### src/rtl/muldiv_fu.sv
// muldiv_fu: iterative unsigned multiply/divide unit with a single-cycle CDB broadcast
package muldiv_pkg;
  localparam int WORD_SIZE_P = 16;
  localparam int OPC_W = 4;
  localparam int TAG_W = 5;
  localparam int ROB_W = 5;
  localparam int CDB_DEST_W = 6;
  typedef struct packed {
    logic [OPC_W-1:0]       opcode;
    logic [WORD_SIZE_P-1:0] source_1_data;
    logic [WORD_SIZE_P-1:0] source2_imm_data;
    logic [TAG_W-1:0]       dest_id;
    logic [ROB_W-1:0]       rob_dest;
  } issued_instruction_t;
  typedef struct packed {
    logic                   valid;
    logic [CDB_DEST_W-1:0]  dest;
    logic [WORD_SIZE_P-1:0] result;
    logic [ROB_W-1:0]       rob_dest;
    logic                   exception;
  } CDB_t;
endpackage

module muldiv_fu
  import muldiv_pkg::*;
#(
  parameter int WIDTH_P = WORD_SIZE_P,
  parameter logic [OPC_W-1:0] OPC_MUL_P = 4'd0,
  parameter logic [OPC_W-1:0] OPC_DIVU_P = 4'd1,
  parameter logic [OPC_W-1:0] OPC_REMU_P = 4'd2
) (
  input  logic                clk_i,
  input  logic                reset_i,
  input  issued_instruction_t instruction_i,
  input  logic                valid_i,
  output logic                ready_o,
  input  logic                flush_i,
  output CDB_t                cdb_o
);
  localparam int CW = $clog2(WIDTH_P);
  typedef enum logic [1:0] {IDLE, BUSY, DONE} state_t;
  state_t               state_q;
  logic [OPC_W-1:0]     opc_q;
  logic [WIDTH_P-1:0]   b_q, quo_q, quo_d, res_d;
  logic [2*WIDTH_P-1:0] acc_q, acc_d, mcand_q;
  logic [WIDTH_P:0]     rem_q, rem_d;
  logic [WIDTH_P+1:0]   rem_sh;
  logic                 sub_ok;
  logic [CW-1:0]        cnt_q;
  logic [TAG_W-1:0]     dest_q;
  logic [ROB_W-1:0]     rob_q;
  CDB_t                 cdb_q;
  assign ready_o = (state_q == IDLE);
  assign cdb_o = (cdb_q.valid && !flush_i) ? cdb_q : '0;
  // one shift-add step and one restoring-division step, evaluated every BUSY cycle
  always_comb begin
    acc_d = acc_q + (b_q[cnt_q] ? mcand_q : '0);
    rem_sh = {rem_q, quo_q[WIDTH_P-1]};
    sub_ok = rem_sh >= {2'b00, b_q};
    rem_d = sub_ok ? (WIDTH_P+1)'(rem_sh - {2'b00, b_q}) : (WIDTH_P+1)'(rem_sh);
    quo_d = {quo_q[WIDTH_P-2:0], sub_ok};
    res_d = (opc_q == OPC_MUL_P)  ? acc_d[WIDTH_P-1:0] :
            (opc_q == OPC_DIVU_P) ? quo_d :
            (opc_q == OPC_REMU_P) ? rem_d[WIDTH_P-1:0] : '0;
  end
  // control FSM and datapath registers; flush aborts without broadcasting
  always_ff @(posedge clk_i) begin
    if (reset_i) begin
      state_q <= IDLE;
      opc_q   <= '0;
      b_q     <= '0;
      acc_q   <= '0;
      mcand_q <= '0;
      rem_q   <= '0;
      quo_q   <= '0;
      cnt_q   <= '0;
      dest_q  <= '0;
      rob_q   <= '0;
      cdb_q   <= '0;
    end else if (flush_i) begin
      state_q <= IDLE;
      cdb_q   <= '0;
    end else begin
      case (state_q)
        IDLE: begin
          cdb_q <= '0;
          if (valid_i) begin
            state_q <= BUSY;
            opc_q   <= instruction_i.opcode;
            b_q     <= instruction_i.source2_imm_data[WIDTH_P-1:0];
            mcand_q <= {{WIDTH_P{1'b0}}, instruction_i.source_1_data[WIDTH_P-1:0]};
            quo_q   <= instruction_i.source_1_data[WIDTH_P-1:0];
            acc_q   <= '0;
            rem_q   <= '0;
            cnt_q   <= '0;
            dest_q  <= instruction_i.dest_id;
            rob_q   <= instruction_i.rob_dest;
          end
        end
        BUSY: begin
          acc_q   <= acc_d;
          mcand_q <= mcand_q << 1;
          rem_q   <= rem_d;
          quo_q   <= quo_d;
          cnt_q   <= cnt_q + 1'b1;
          if (cnt_q == CW'(WIDTH_P-1)) begin
            state_q <= DONE;
            cdb_q   <= '{valid: 1'b1, dest: CDB_DEST_W'(dest_q), result: WORD_SIZE_P'(res_d),
                         rob_dest: rob_q, exception: 1'b0};
          end
        end
        default: begin
          state_q <= IDLE;
          cdb_q   <= '0;
        end
      endcase
    end
  end
endmodule
### config.mk
export PLATFORM = sky130hd
export DESIGN_NAME = muldiv_fu
export DESIGN_NICKNAME = d
export VERILOG_FILES = /design/src/rtl/muldiv_fu.sv
export SDC_FILE = /design/constraint.sdc
export NUM_CORES = 1
export LEC_CHECK = 0
export ABC_AREA = 1
export CAP_MARGIN = 20
export CORE_MARGIN = 2
export CORE_UTILIZATION = 55
export CTS_CLUSTER_SIZE = 8
export DETAILED_ROUTE_END_ITERATION = 10
export DONT_BUFFER_PORTS = 1
export PLACE_DENSITY = 0.73
export SLEW_MARGIN = 25
export SYNTH_ARGS = -nofsm -noshare
export SYNTH_HDL_FRONTEND = slang
export SYNTH_SLANG_ARGS = --single-unit
### constraint.sdc
create_clock -name clk_i -period 3.1 [get_ports clk_i]
set_clock_uncertainty 0.05 [all_clocks]
set_input_delay 0.62 -clock clk_i [delete_from_list [all_inputs] [get_ports clk_i]]
set_output_delay 0.62 -clock clk_i [all_outputs]
set_load 0.03 [all_outputs]
## After elaboration in Yosys (flattened, before gate mapping)

Cells that the tools add are included.

| storage, ports and cells | value |
|---|---|
| register bits | 160 |
| bits of input ports | 50 |
| word-level logic and storage cells | 58 |

| cells by class | value |
|---|---|
| add/sub/neg operators | 3 |
| magnitude comparators | 2 |
| equality and inequality tests | 6 |
| multiplexer cells | 21 |
| bitwise operators | 2 |
| reduce and logical (&&, ||, !) cells | 10 |

Operators by type and width:

| cell | count |
|---|---|
| $pmux W32 S2 | 2 |
| $mux W32 | 3 |
| $mux W16 | 4 |
| $mux W17 | 2 |
| $pmux W17 S2 | 1 |
| $add A32 B32 Y32 | 1 |
| $pmux W16 S2 | 1 |
| $mux W29 | 1 |
| $ge A18 B16 Y1 | 1 |
| $sub A17 B16 Y17 | 1 |
| $pmux W4 S2 | 1 |
| $reduce_and A3 Y1 | 2 |
| $lt A4 B5 Y1 const B | 1 |
| $add A4 B1 Y4 const B | 1 |
| $bmux W1 S4 | 1 |
| $eq A4 B1 Y1 const B | 1 |
| $eq A4 B2 Y1 const B | 1 |
| $eq A4 B4 Y1 const B | 1 |
| $logic_not A4 Y1 | 1 |
| $mux W2 | 2 |
| $mux W4 | 1 |
| $ne A2 B2 Y1 const B | 2 |
| $pmux W2 S2 | 1 |
| $reduce_or A3 Y1 | 1 |
| 9 further kinds | 10 |

## Logic depth before layout (Yosys ltp)

| depth | value |
|---|---|
| depth after elaboration | 5 |
| mapped depth | 24 |
| gate-level depth less buffers | 23 |

## Least setup slack after synthesis

Ideal clock, no wire load.

| path | value |
|---|---|
| kind | flip-flop to flip-flop |
| from | register cnt_q[0] |
| to | register cdb_q[16] (netlist name) |
| library setup time | 0.113 ns |
| arrival time | 2.665 ns |
| data required time | 2.937 ns |
| path slack | 0.272 ns |
| cell stages (with the launch flop) | 23 |
| path buffers | 1 |
| clock period less this slack | 2.828 ns |
| cells stage by stage | dfxtp_1 buf_2 nand2_1 nand3_1 nand2_1 nand2_1 nand2_1 inv_1 nand2_1 inv_1 nor2_1 ha_1 fa_1 nand3_1 nand3_1 a21boi_0 o21ai_0 nand2_1 nand2_1 nand2_1 nand3_1 nand3_1 nand2_1 |

| between the ends | value |
|---|---|
| word-level cells in the longest chain between the ends | 5 |

RTL lines:

| element | line | text |
|---|---|---|
| start, declared | 49 | `logic [CW-1:0] cnt_q;` |
| start signal, assigned | 105 | `cnt_q <= cnt_q + 1'b1;` |
| $bmux W1 S4 | 57 | `acc_d = acc_q + (b_q[cnt_q] ? mcand_q : '0);` |
| $mux W1 (implied by the code) | 57 |  |
| $mux W32 | 57 |  |
| $add A32 B32 Y32 | 57 |  |
| $mux W16 | 62 | `res_d = (opc_q == OPC_MUL_P) ? acc_d[WIDTH_P-1:0] :` |
| end signal, assigned | 108 | `cdb_q <= '{valid: 1'b1, dest: CDB_DEST_W'(dest_q), result: WORD_SIZE_P'(res_d),` |
| end, declared | 52 | `CDB_t cdb_q;` |

Parallel ways exist; a longest one is shown, timed or not. The select of a mux whose other input is x is not followed.
A chain may end at the register's enable or synchronous reset.

## Worst setup path after layout

Ends and elaborated chain as after synthesis.

==> impl_results.md <==
- Crit Path Max Fanout: 8
- Starting Density: 0.557
- CTS tree: done
- Total of max-cap violations: 0
- Clock slew at reported path FFs: 0.06 ns
- Startpoint types: register
- Critical Path AT: ~3.2 ns
- Syn_area_per_cell: about 6.8 um^2
- Core Area: 13100 um^2
- Critical path class: register to register
- Asr flop ratio synth: 0
- Die Span X: roughly 120 um
- GRT Total Usage: 0.267
- Number of synthesized register bits: ~130
- Wirelength per Cell: around 15 um
- Yosys cell types: 39
- Final-layout fill cell count: 1195
- Drt initial violations: about 500
- Flop2flop setup slack: ~0.17 ns
- Largest net degree at the start of global routing: just under 60
- Die H: ~120 um
- Mapped Area: ~7300 um^2
- IO Port Bufs: 0
- Post-route setup slack: 0.168 ns
- First-pass GRT wire length: around 30 mm
- Max Slew Vio Count: 0
- Least-Margin Pin Slew: 0.640 ns
- Max frequency: about 340 MHz
- H-Tree Depth: 4
- M1 GR Usage: 0.362
- EDFF count, synth: 0
- Area of the multi-input gates: approximately 3800 um^2
- Post-route ant nets: 0
- Vias in the first global route: around 6200
- Crit path time final: ~2.9 ns
- Final instance area: slightly above 8000 um^2
- Seq/Total Area, Yosys: 0.351
- FF+latch area: between 2000 and 3000 um^2
- Most frequent cell after synthesis: nand2_1
- R2R Path Start: cnt_q[0]
- PwrDens: slightly below 600 nW/um^2
- Grt ovf: 0
- Ant diodes: 0
- Dominant cell type by area after synthesis: dfxtp_1
- Area Growth Syn to Fin: 12.8%
- Finish-stage setup viols: 0
- Placed cell area: between 7000 and 8000 um^2
- Met3 Track Usage GR: 0.0584
- Critical Path Sink Type: register
- Worst EP required: approximately 3.4 ns
- DP Cell Count: 1252
- Leakage power total: 3.75 nW
- Worst slew margin: 0.573
- Final wirelength: 18.7 mm
- TritonCTS Buffers: 17
- Met2 Use GR: 0.417
- Yosys warnings: 0
- Main synth FF type: dfxtp_1
- HP Class: input port to register
- Layer with the highest usage: met2
- CTS Root Cell: clkbuf_16
- Tcrit/Tclk final: 0.946
- Power, Total: about 4.7 mW
- Die area: roughly 14000 um^2
- Total number of vias: roughly 7000
- DRC Markers: 0
- Non-Filler Instances: around 1300
- Synth Instances: between 1000 and 1500
- Antenna violations before repair: 0
- Hold_ws: roughly 0.19 ns
- TritonCTS sink count: 128
- Status: finished clean
- Fin. Hold Viols: 0
- Commonest cells post-synth: 240 x nand2_1, 180 x inv_1, 128 x dfxtp_1
- Share of final-layout standard cells stronger than drive strength 1: 0.0974
- Final HPWL DP: approximately 14 mm
- Worst-Skew Late Latency: 0.44 ns
- Worst vdd ir: between 0.0004 and 0.0005 V
- Cell Rows: 42
- Clk buf depth: 2
- Nets: around 1200
- Post-synth top area share: 0.351
- Worst slack, placed: 0.0163 ns
- Synth area leaders: dfxtp_1 35%, nand2_1 12%, inv_1 9.3%
- Worst hold start: reset_i
- Crit path from: cnt_q[0]
- Drt first pass iters: 6
- Ports: 80
- Final GP Congestion: 0.912
- DR vias/cell: approximately 5.4
- Hold_buf cts: 0
==> sequential cells by signal, summed over array words and instances (netlist names), 4 cells and up <==
signal   count
cnt_q        4
cdb_q       27
b_q         16
mcand_q     16
rob_q        5
quo_q       16
dest_q       5
acc_q       16
opc_q        4
rem_q       17
==> worst max-delay path, stage by stage, from the launching register on <==
cell      delay (ns)
dfxtp_2         0.37
buf_4           0.16
nand2_1         0.08
nand3_1         0.09
nand3_1         0.08
nand3_1         0.07
nand2_1         0.11
inv_1           0.13
nor2_1          0.06
ha_1            0.20
fa_1            0.40
nand3_1         0.09
nand3_1         0.14
a21boi_2        0.24
o21ai_1         0.12
nand2_1         0.10
nand2_1         0.05
nand2_1         0.08
nand3_1         0.07
nand3_1         0.11
nand2_1         0.05
==> cells in the final DEF (no fill, tap or decap), types with 4 or more instances in the layout <==
master       n
nand2_1    238
inv_1      179
dfxtp_1    126
nand3_1     93
o21ai_0     84
nor2_1      73
o22ai_1     45
buf_4       41
a21oi_1     33
ha_1        32
a31oi_1     29
clkbuf_16   17
xor2_1      13
nor3_1       9
nand4_1      8
nand2_2      8
o21ai_1      8
inv_2        7
xnor2_1      6
nand3_2      4
o21bai_1     4
o21a_1       4
==> final timing paths <==
path                to  cells past startpoint
max          cdb_q[16]                     20
min           quo_q[1]                      1
max reg2reg  cdb_q[16]                     20
min reg2reg  cdb_q[18]                      2
==> metrics by stage <==
step,setup TNS [ns],util
floorplan,0,-
global placement,0,0.580
detailed placement,0,0.580
CTS,0,0.626
global route,-0.0631,0.629
finish,0,0.629
==> per-layer routing <==
metal | vias up | part of all wire
met2 | 216 | 0.45
met3 | 30 | 0.061
met5 | - | 0
met1 | 3143 | 0.47
met4 | 0 | 0.025
li1 | 3549 | -
==> kinds of logic after synthesis <==
| logic type | share of synthesized area |
|---|---|
| AND/OR/NAND/NOR | 0.265 |
| buffers and inverters | 0.129 |
| AO/OA/AOI/OAI | 0.171 |
| adder cells (fa/ha/maj) | 0.0604 |
| flip-flops | 0.351 |
| other | 0.000514 |
| XOR/XNOR | 0.0228 |
==> final cells by class <==
class                           count  share of cell area
Clock inverter                     14              0.0190
Tap cell                          176              0.0268
Multi-Input combinational cell    720               0.465
Timing Repair Buffer               42              0.0388
Sequential cell                   128               0.312
Clock buffer                       18              0.0534
Inverter                          187              0.0854
==> power by group <==
group,internal (mW),switching (mW)
Combinational,0.301,0.676
Clock,1.21,0.796
Sequential,1.71,0.0431
Total,3.23,1.52
==> repair_timing <==
item	4_1_cts	5_1_grt
pin swaps	0	1
resized for setup	1	13
setup endpoints to repair	1	18
setup buffers	0	1
No activity file was read; power rests on OpenSTA's default activity.
